## src/rtl/ext_pipe.sv

```systemverilog
// Registered immediate-extension stage with a 2-entry skid buffer (main + skid).
// Optional stall counter port enabled by defining EXT_PIPE_STATS_EN.
module ext_pipe #(
  parameter int IMM_W = 16,
  parameter int OUT_W = 32
) (
  input  logic             clk,
  input  logic             reset,
  input  logic             flush,
  input  logic             in_valid,
  output logic             in_ready,
  input  logic [IMM_W-1:0] imm,
  input  logic [2:0]       op,
  output logic             out_valid,
  input  logic             out_ready,
  output logic [OUT_W-1:0] out_data,
  output logic [2:0]       out_op
`ifdef EXT_PIPE_STATS_EN
  ,
  output logic [31:0]      stall_cnt
`endif
);

  localparam int E = OUT_W - IMM_W;

  logic [OUT_W-1:0] ext;
  logic [OUT_W-1:0] sext;
  logic             s_valid;
  logic [OUT_W-1:0] s_data;
  logic [2:0]       s_op;
  logic             in_xfer;
  logic             m_free;

  always_comb begin
    sext = {{E{imm[IMM_W-1]}}, imm};
    ext  = {{E{1'b0}}, imm};
    case (op)
      3'b001:  ext = sext;
      3'b010:  ext = {imm, {E{1'b0}}};
      3'b011:  ext = {sext[OUT_W-3:0], 2'b00};
      default: ext = {{E{1'b0}}, imm};
    endcase
  end

  // in_ready comes straight from the skid flop, so out_ready never reaches it combinationally
  assign in_ready = ~s_valid;
  assign in_xfer  = in_valid & in_ready;
  assign m_free   = ~out_valid | out_ready;

  always_ff @(posedge clk or posedge reset) begin
    if (reset) begin
      out_valid <= 1'b0;
      out_data  <= '0;
      out_op    <= '0;
      s_valid   <= 1'b0;
      s_data    <= '0;
      s_op      <= '0;
    end else if (flush) begin
      out_valid <= 1'b0;
      s_valid   <= 1'b0;
    end else if (m_free) begin
      if (s_valid) begin
        out_valid <= 1'b1;
        out_data  <= s_data;
        out_op    <= s_op;
        s_valid   <= in_xfer;
        if (in_xfer) begin
          s_data <= ext;
          s_op   <= op;
        end
      end else begin
        out_valid <= in_xfer;
        if (in_xfer) begin
          out_data <= ext;
          out_op   <= op;
        end
      end
    end else if (in_xfer) begin
      s_valid <= 1'b1;
      s_data  <= ext;
      s_op    <= op;
    end
  end

`ifdef EXT_PIPE_STATS_EN
  // Saturating count of stalled cycles; flush deliberately leaves it alone
  always_ff @(posedge clk or posedge reset) begin
    if (reset) begin
      stall_cnt <= '0;
    end else if (out_valid && !out_ready && stall_cnt != 32'hFFFF_FFFF) begin
      stall_cnt <= stall_cnt + 32'd1;
    end
  end
`endif

endmodule

```

## config.mk

```make
export PLATFORM = sky130hd
export DESIGN_NAME = ext_pipe
export DESIGN_NICKNAME = d
export VERILOG_FILES = /design/src/rtl/ext_pipe.sv
export SDC_FILE = /design/constraint.sdc
export NUM_CORES = 1
export LEC_CHECK = 0
export CORE_MARGIN = 3
export CORE_UTILIZATION = 50
export CTS_CLUSTER_DIAMETER = 150
export DETAILED_ROUTE_END_ITERATION = 7
export PLACE_DENSITY = 0.73
export SLEW_MARGIN = 40
export SYNTH_ARGS = -nofsm -noshare
export SYNTH_HDL_FRONTEND = slang
export SYNTH_SLANG_ARGS = --single-unit
```

## constraint.sdc

```tcl
create_clock -name clk -period 3.55 [get_ports clk]
set_input_delay 0.71 -clock clk [delete_from_list [all_inputs] [get_ports clk]]
set_output_delay 0.71 -clock clk [all_outputs]
set_load 0.01 [all_outputs]
```

# [After elaboration in Yosys (flattened, before gate mapping)]
# Index checks and enable logic that the tools add are counted.
# W data, S select, Z words.
[word_totals] regBits=72 out_inout_bits=37 wordCells=38
[op_classes] n_eq_ne=4 muxes=18 bitwise=5 n_reduce_logical=5
[ops] operator="$mux W32" count=5
[ops] operator="$pmux W32 S3" count=1
[ops] operator="$mux W3" count=5
[ops] operator="$mux W1" count=7
[ops] operator="$eq A3 B2 Y1 const B" count=2
[ops] operator="$reduce_bool A2 Y1" count=2
[ops] operator="$eq A3 B1 Y1 const B" count=1
[ops] operator="$not A1 Y1" count=3
[ops] operator="$reduce_and A3 Y1" count=1
[ops] operator="$reduce_bool A3 Y1" count=1
[ops] operator="$ne A2 B2 Y1 const B" count=1
[ops] operator="$reduce_and A2 Y1" count=1
[ops] operator="$and A1 B1 Y1" count=1
[ops] operator="$or A1 B1 Y1" count=1

# [Longest topological paths before layout]
# Gate-level depths: netlist (run 1).
[depth] ltp_word=5 ltp_mapped=6 mapped_depth_nobuf=3

# [Worst setup path before layout (run 1)]
# Ideal clock, no wire load.
[synth_path] path_kind="input -> register" startpoint="input port out_ready" endpoint="register out_data[17]" setup_ns=0.125 arrival_ns=1.574 required_ns=3.425 path_slack_ns=1.851 cell_stages=5 n_path_buf=2 cell_sequence="nor2b_1 > buf_4 > nor2_4 > buf_4 > mux2_2"
[synth_via] elab_chain_cells=2
[synth_rtl] element="start, declared" line="15" rtl="input logic out_ready,"
[synth_rtl] element="$or A1 B1 Y1" line="48" rtl="assign m_free = ~out_valid | out_ready;"
[synth_rtl] element="$reduce_and A3 Y1 (no line)"
[synth_rtl] element="end signal, assigned" line="64" rtl="out_data <= s_data;"
[synth_rtl] element="end signal, assigned" line="74" rtl="out_data <= ext;"
[synth_rtl] element="end, declared" line="16" rtl="output logic [OUT_W-1:0] out_data,"
# No other way between the ends.
# A chain may end at the register's enable or synchronous reset.

# [Worst setup path in the final report (run 1)]
[layout_path] startpoint="input port out_ready" endpoint="register s_op[1]"
[layout_via] elab_chain_cells=3 word_cells_on_any_way=4 classes_between="1 x eq/ne; 1 x mux; 1 x bitwise; 1 x reduce/logical"
[layout_rtl] element="$or A1 B1 Y1 (*)" line="48"
[layout_rtl] element="$ne A2 B2 Y1 (no line)"
[layout_rtl] element="$reduce_and A2 Y1 (no line)"
[layout_rtl] element="end signal, assigned" line="69" rtl="s_op <= op;"
[layout_rtl] element="end signal, assigned" line="81" rtl="s_op <= op;"
[layout_rtl] element="end, declared" line="30" rtl="logic [2:0] s_op;"
# Every way passes the cells marked *; elsewhere a longest branch is shown, timed or not.

==> results.yml, run 1 <==
synthesis:
  ys_dominant_reg_cell: "sky130_fd_sc_hd__dfrtp_1"
  post_synthesis_simple_gate_area_fraction: 0.126
  post_synth_most_frequent_cells: "sky130_fd_sc_hd__dfrtp_1 (72), sky130_fd_sc_hd__inv_1 (31), sky130_fd_sc_hd__mux2_4 (28)"
  most_used_standard_cell_by_instance_count_after_synthesis: "sky130_fd_sc_hd__dfrtp_1"
  share_of_cell_area_taken_by_muxes_after_synthesis: 0.174
  syn-cell-area_mm2: 0.00399
  dominant_combinational_cell_family_by_area_after_synthesis: "multiplexers"
  synth-adder-area-share: 0
  mappedNetlistNets: 383
  postSynthCellCount: 359
  synth.area.top_cells: "sky130_fd_sc_hd__dfrtp_1 (45%), sky130_fd_sc_hd__mux2_4 (11%), sky130_fd_sc_hd__mux2_2 (5.4%)"
  synth_top_area_frac: 0.451
  synth_xor_area_frac: 0
  synth.distinct_cells: 36
  yosysTopAreaCell: "sky130_fd_sc_hd__dfrtp_1"
  yosys_register_bits: 72
  yosysSeqAreaShare: 0.451
  synth_warnings: 0
  synth_edf_count: 0
  syn_avg_cell_area_um2: 11.1
  async_reset_ff_frac: 1.00
  synth-compound-area-share: 0.160
status:
  outcome: "completed"
critical_path:
  critPathLaunchType: "input pin"
  critPathArrivalTime_ps: 2700
  cp_max_fo: 35
  critPathMaxStageDelay_ps: 630
  crit_path_cell_trace: "clkdlybuf4s50_1 -> nor2b_1 -> nand3_4 -> mux2_4"
  slowest_stage: "sky130_fd_sc_hd__nand3_4"
  reg2reg_to: "out_data[22]"
  critPathLaunch: "out_ready"
  endpoint: "s_op[1]"
  critical_path.reg2reg.startpoint: "s_valid"
  path_class: "in -> reg"
  worst-r2r-setup-slack_ps: 1420
  required_ps: 3770
  worst_r2r_path_depth: 5
  setup.worst_path.end_class: "flip-flop"
placement:
  post-place-cells: 492
  dpl.hpwl_um: 6290
  routabilityCongestion: 0.815
  place.port_buffers: 60
sta:
  max_freq_ghz: 0.403
  clock_skew_ps: 8.29
  report.final.setup_viol: 0
  setup_tns_ps: 0
  final_max_slew_viol_count: 0
  finalCriticalPeriod_ps: 2480
  timing.max_slew.rel_slack: 0.503
  finalHoldViolCount: 0
  period_share: 0.699
  setup_repair_after_global_routing_missed_its_margin: "no"
  tightest_slew_ps: 746
cells_and_area:
  diodes: 0
  synth_to_final_area_change_pct: 19.1
  final_net_count: 428
  final_cell_count_no_fill: 507
  post_route_cells_drive_above_1_share: 0.186
detailed_routing:
  drtIter0Drc: 175
  post-route-drc-count: 0
  routed_wl_um: 9230
  routed-via-count: 2964
  routedWlPerCell_um: 18.2
  route.antenna.remaining_nets: 0
  drt_pre_antenna_iters: 5
  vias_per_cell: 5.85
cts:
  clock_tree.htree_level_count: 3
  postCtsHoldBufs: 0
  clkTransAtPathRegs_ps: 70
  clock-sinks: 72
  cts_made_buffers: 9
  cts_setup_buffers: 0
  clock_tree_from_tritoncts: "built"
  cts_root_buf: "sky130_fd_sc_hd__clkbuf_8"
  clk_latency_ps: 340
  max-clock-path-buffers: 2
  post_cts.resized_instances: 0
global_routing:
  grt_overflow_total: 0
  grt_max_degree: 43
  grt_util_all_layers: 0.215
  grt_antenna_before_repair: 0
  grt_pass1_wl_um: 14900
  via_count_of_the_first_global_routing_pass: 2904
die:
  io-pin-count: 61
  floorplan.rows: 31
  die_h_um: 95.4
  floorplan.die.width_um: 95.4
  floorplan.initialDensity: 0.533
  core_mm2: 0.00749
  fp.dieArea_mm2: 0.00909
power:
  vdd_ir_drop_max_mv: 0.283
  power_per_cell_area_mw_per_mm2: 481
  leakage_nw: 2.11
job:
  cap_viol_max_count: 0
hold_path:
  holdCritPathClass: "reg -> reg"
## cells by family after synthesis
logic type	count (synthesis)
muxes	53
DFF	72
and+or+nand+nor	75
buffers and inverters	67
AOI/OAI and AO/OA	92
## routing by layer
metal	routed length, um	global-route usage	vias to the layer above
li1	-	-	1387
met1	4310	0.312	1483
met2	4400	0.323	84
met3	391	0.0371	10
met4	129	0.0805	0
met5	0	0	-
## flip-flops by register name, indices dropped and copies added, names as in the netlist
register,cells
s_data,32
out_valid,1
s_op,3
out_data,32
s_valid,1
out_op,3
## area by class of cell
class                      instances  area, um^2
sequential                        72        1800
inverter                          32         120
clock inverter                     4        70.1
clock buffer                      11         131
fill                             580        2730
tap                               99         124
timing repair buffer              69         668
multi-input combinational        220        1840
## placed cells by master (no fill, tap or decap), types with 2 or more instances in the layout
cell / n
sky130_fd_sc_hd__a211oi_1: 2
sky130_fd_sc_hd__a21oi_1: 17
sky130_fd_sc_hd__a221oi_1: 14
sky130_fd_sc_hd__a22o_1: 14
sky130_fd_sc_hd__a31oi_1: 2
sky130_fd_sc_hd__and2_1: 2
sky130_fd_sc_hd__buf_4: 9
sky130_fd_sc_hd__bufinv_16: 2
sky130_fd_sc_hd__clkbuf_1: 2
sky130_fd_sc_hd__clkbuf_8: 9
sky130_fd_sc_hd__clkdlybuf4s50_1: 60
sky130_fd_sc_hd__clkinv_2: 2
sky130_fd_sc_hd__dfrtp_1: 72
sky130_fd_sc_hd__inv_1: 30
sky130_fd_sc_hd__mux2_2: 19
sky130_fd_sc_hd__mux2_4: 28
sky130_fd_sc_hd__mux2i_1: 5
sky130_fd_sc_hd__nand2_1: 4
sky130_fd_sc_hd__nand2b_1: 3
sky130_fd_sc_hd__nand3b_1: 14
sky130_fd_sc_hd__nand4b_1: 14
sky130_fd_sc_hd__nor2_1: 3
sky130_fd_sc_hd__nor2b_1: 16
sky130_fd_sc_hd__nor3_1: 15
sky130_fd_sc_hd__o211ai_1: 14
sky130_fd_sc_hd__o21ai_0: 19
sky130_fd_sc_hd__o21ai_1: 5
## metrics by stage
step	area (um^2)	setup slack, ps	total power (W)	hold slack (ps)	utilization
4_1_cts	4750	1060	0.00230	498	0.635
3_5_place_dp	4550	731	0.00161	478	0.608
2_1_floorplan	3990	1020	0.00138	480	-
3_3_place_gp	4550	784	0.00159	476	0.608
5_1_grt	4750	976	0.00240	525	0.635
6_report	4750	1070	0.00229	488	0.635
## how the worst min path moves through the flow
stage / startpoint / endpoint / slack (ps) / cells past startpoint
floorplan: s_op[2] / s_op[2] / 480 / 1
global placement: out_data[31] / out_data[31] / 480 / 1
detailed placement: out_data[31] / out_data[31] / 480 / 1
CTS: out_data[31] / out_data[31] / 500 / 1
global route: s_data[9] / s_data[9] / 520 / 1
finish: out_data[31] / out_data[31] / 490 / 1
## critical path, delay by kind of cell
kind | cells | cell delay (ps)
AND/OR/NAND/NOR | 2 | 1040
multiplexers | 1 | 510
buffers and inverters | 1 | 420
## power by group
group          switching (W)  leakage [nW]  internal, W
registers          0.0000855         0.924     0.000969
clock network       0.000298         0.103     0.000391
logic               0.000223          1.09     0.000321
total               0.000607          2.11      0.00168
Power figures use the tool's default switching activity.
==> run 2: changes to the inputs <==
--- a/config.mk
+++ b/config.mk
@@ -6,10 +6,10 @@
 export NUM_CORES = 1
 export LEC_CHECK = 0
 export CORE_MARGIN = 3
-export CORE_UTILIZATION = 50
+export CORE_UTILIZATION = 49
 export CTS_CLUSTER_DIAMETER = 150
 export DETAILED_ROUTE_END_ITERATION = 7
-export PLACE_DENSITY = 0.73
+export PLACE_DENSITY = 0.74
 export SLEW_MARGIN = 40
 export SYNTH_ARGS = -nofsm -noshare
 export SYNTH_HDL_FRONTEND = slang
==> constraint.sdc (replaced) <==
create_clock -name clk -period 2.2 [get_ports clk]
set_input_delay 0.44 -clock clk [delete_from_list [all_inputs] [get_ports clk]]
set_output_delay 0.44 -clock clk [all_outputs]
set_load 0.01 [all_outputs]
==> results.yml, run 2 (same netlist as run 1, synthesis figures left out) <==
status:
  outcome: "completed"
critical_path:
  cp_max_fo: 7
  setup.worst_path.end_class: "primary output"
  critPathLaunch: "s_valid"
  critPathLaunchType: "flip-flop"
  path_class: "reg -> out"
  critical_path.reg2reg.startpoint: "s_valid"
  critPathArrivalTime_ps: 1620
  required_ps: 1760
power:
  netSwitchingPower_w: 0.00100
  p_comb_frac: 0.225
  power_per_cell_area_mw_per_mm2: 804
  seqPwrFrac: 0.426
  leakage_nw: 2.22
  internal-power_w: 0.00300
  clockPowerShare: 0.349
  power.share.switching: 0.250
  vdd_ir_drop_max_mv: 0.416
detailed_routing:
  routedWlPerCell_um: 17.3
  post-route-drc-count: 0
  vias_per_cell: 5.59
  routed_wl_um: 9030
  routed-via-count: 2916
  drtIter0Drc: 168
  route.antenna.remaining_nets: 0
  drt_pre_antenna_iters: 4
cts:
  clk_latency_ps: 350
  clock-sinks: 72
  clkTransAtPathRegs_ps: 80
  cts_root_buf: "sky130_fd_sc_hd__clkbuf_8"
  clock_tree.htree_level_count: 3
  max-clock-path-buffers: 2
  clock_tree_from_tritoncts: "built"
  cts_setup_buffers: 0
  cts_made_buffers: 9
global_routing:
  grt_pass1_wl_um: 14800
  grt_antenna_before_repair: 0
  grt_max_degree: 73
  grt_overflow_total: 0
  via_count_of_the_first_global_routing_pass: 2972
  grt_util_all_layers: 0.212
die:
  io-pin-count: 61
  floorplan.die.width_um: 96.3
  floorplan.initialDensity: 0.511
  floorplan.rows: 32
  die_h_um: 96.3
  fp.dieArea_mm2: 0.00927
  core_mm2: 0.00781
cells_and_area:
  final_net_count: 439
  synth_to_final_area_change_pct: 24.6
  top_regs: "out_data x32, s_data x32"
  post_route_cells_drive_above_1_share: 0.217
  most-common-layout-cells: "sky130_fd_sc_hd__dfrtp_1 (71), sky130_fd_sc_hd__clkdlybuf4s50_1 (60), sky130_fd_sc_hd__inv_1 (30)"
  diodes: 0
  mostFrequentLayoutCell: "sky130_fd_sc_hd__dfrtp_1"
sta:
  finalHoldViolCount: 0
  post_route_worst_setup_slack_ps: 143
  report.final.setup_viol: 0
  tightest_slew_ps: 739
  finalCriticalPeriod_ps: 2060
  period_share: 0.935
  timing.max_slew.rel_slack: 0.507
  clock_skew_ps: 6.09
  final_max_slew_viol_count: 0
  max_freq_ghz: 0.486
  setup_repair_after_global_routing_missed_its_margin: "no"
  setup_tns_ps: 0
placement:
  dpl.hpwl_um: 6180
  place.port_buffers: 60
  routabilityCongestion: 0.786
  pre_cts_ws_ps: 70.1
job:
  cap_viol_max_count: 0
hold_path:
  hold_path_startpoint: "out_data[11]"
  holdCritPathClass: "reg -> reg"
-- run 2: final timing paths --
kind	end	slack [ps]	depth (start not counted)
min in group asynchronous	s_op[2]	530	3
setup reg to reg	out_data[25]	520	3
max in group asynchronous	s_valid	1350	3
hold / removal	out_data[11]	500	1
hold reg to reg	out_data[11]	500	1
setup / recovery	in_ready	140	2
-- run 2: critical path: stages, from the launching register on --
cell and delay [ps]:
sky130_fd_sc_hd__dfrtp_2 500, sky130_fd_sc_hd__clkinv_1 230, sky130_fd_sc_hd__clkdlybuf4s50_1 530
-- run 2: cell type report --
class,instances,area [um^2]
Clock buffer,10,138
Clock inverter,6,130
Fill cell,639,2830
Inverter,32,124
Multi-Input combinational cell,220,1840
Sequential cell,72,1800
Tap cell,102,128
Timing Repair Buffer,80,813
-- run 2: through the flow --
step	power, W	hold slack [ps]	util	instance area [um^2]	instances
after floorplan	0.00223	480	-	4000	359
after global placement	0.00259	489	0.603	4710	506
after detailed placement	0.00262	494	0.603	4710	506
after CTS	0.00403	510	0.637	4970	522
after global routing	0.00418	525	0.637	4970	522
final	0.00400	504	0.637	4970	522
-- run 2: what timing repair did --
item | in CTS | in global routing
hold buffers | 0 | 0
endpoints found under the hold margin | 0 | 0
setup endpoints to repair | 1 | 0
gates resized for setup | 1 | 0
-- run 2: layer usage --
metal | vias to the layer above | global-route usage | wire [um]
met2 | 73 | 0.328 | 4260
met5 | - | 0 | 0
li1 | 1413 | - | -
met3 | 11 | 0.0399 | 444
met4 | 0 | 0.0983 | 149
met1 | 1419 | 0.287 | 4170
-- run 2: power groups by stage --
stage	Sequential, W	Combinational [W]	Clock [W]
2_1_floorplan	0.00174	0.000497	0
3_3_place_gp	0.00171	0.000879	0
3_5_place_dp	0.00172	0.000903	0
4_1_cts	0.00170	0.000910	0.00141
5_1_grt	0.00174	0.000983	0.00147
6_report	0.00170	0.000901	0.00139
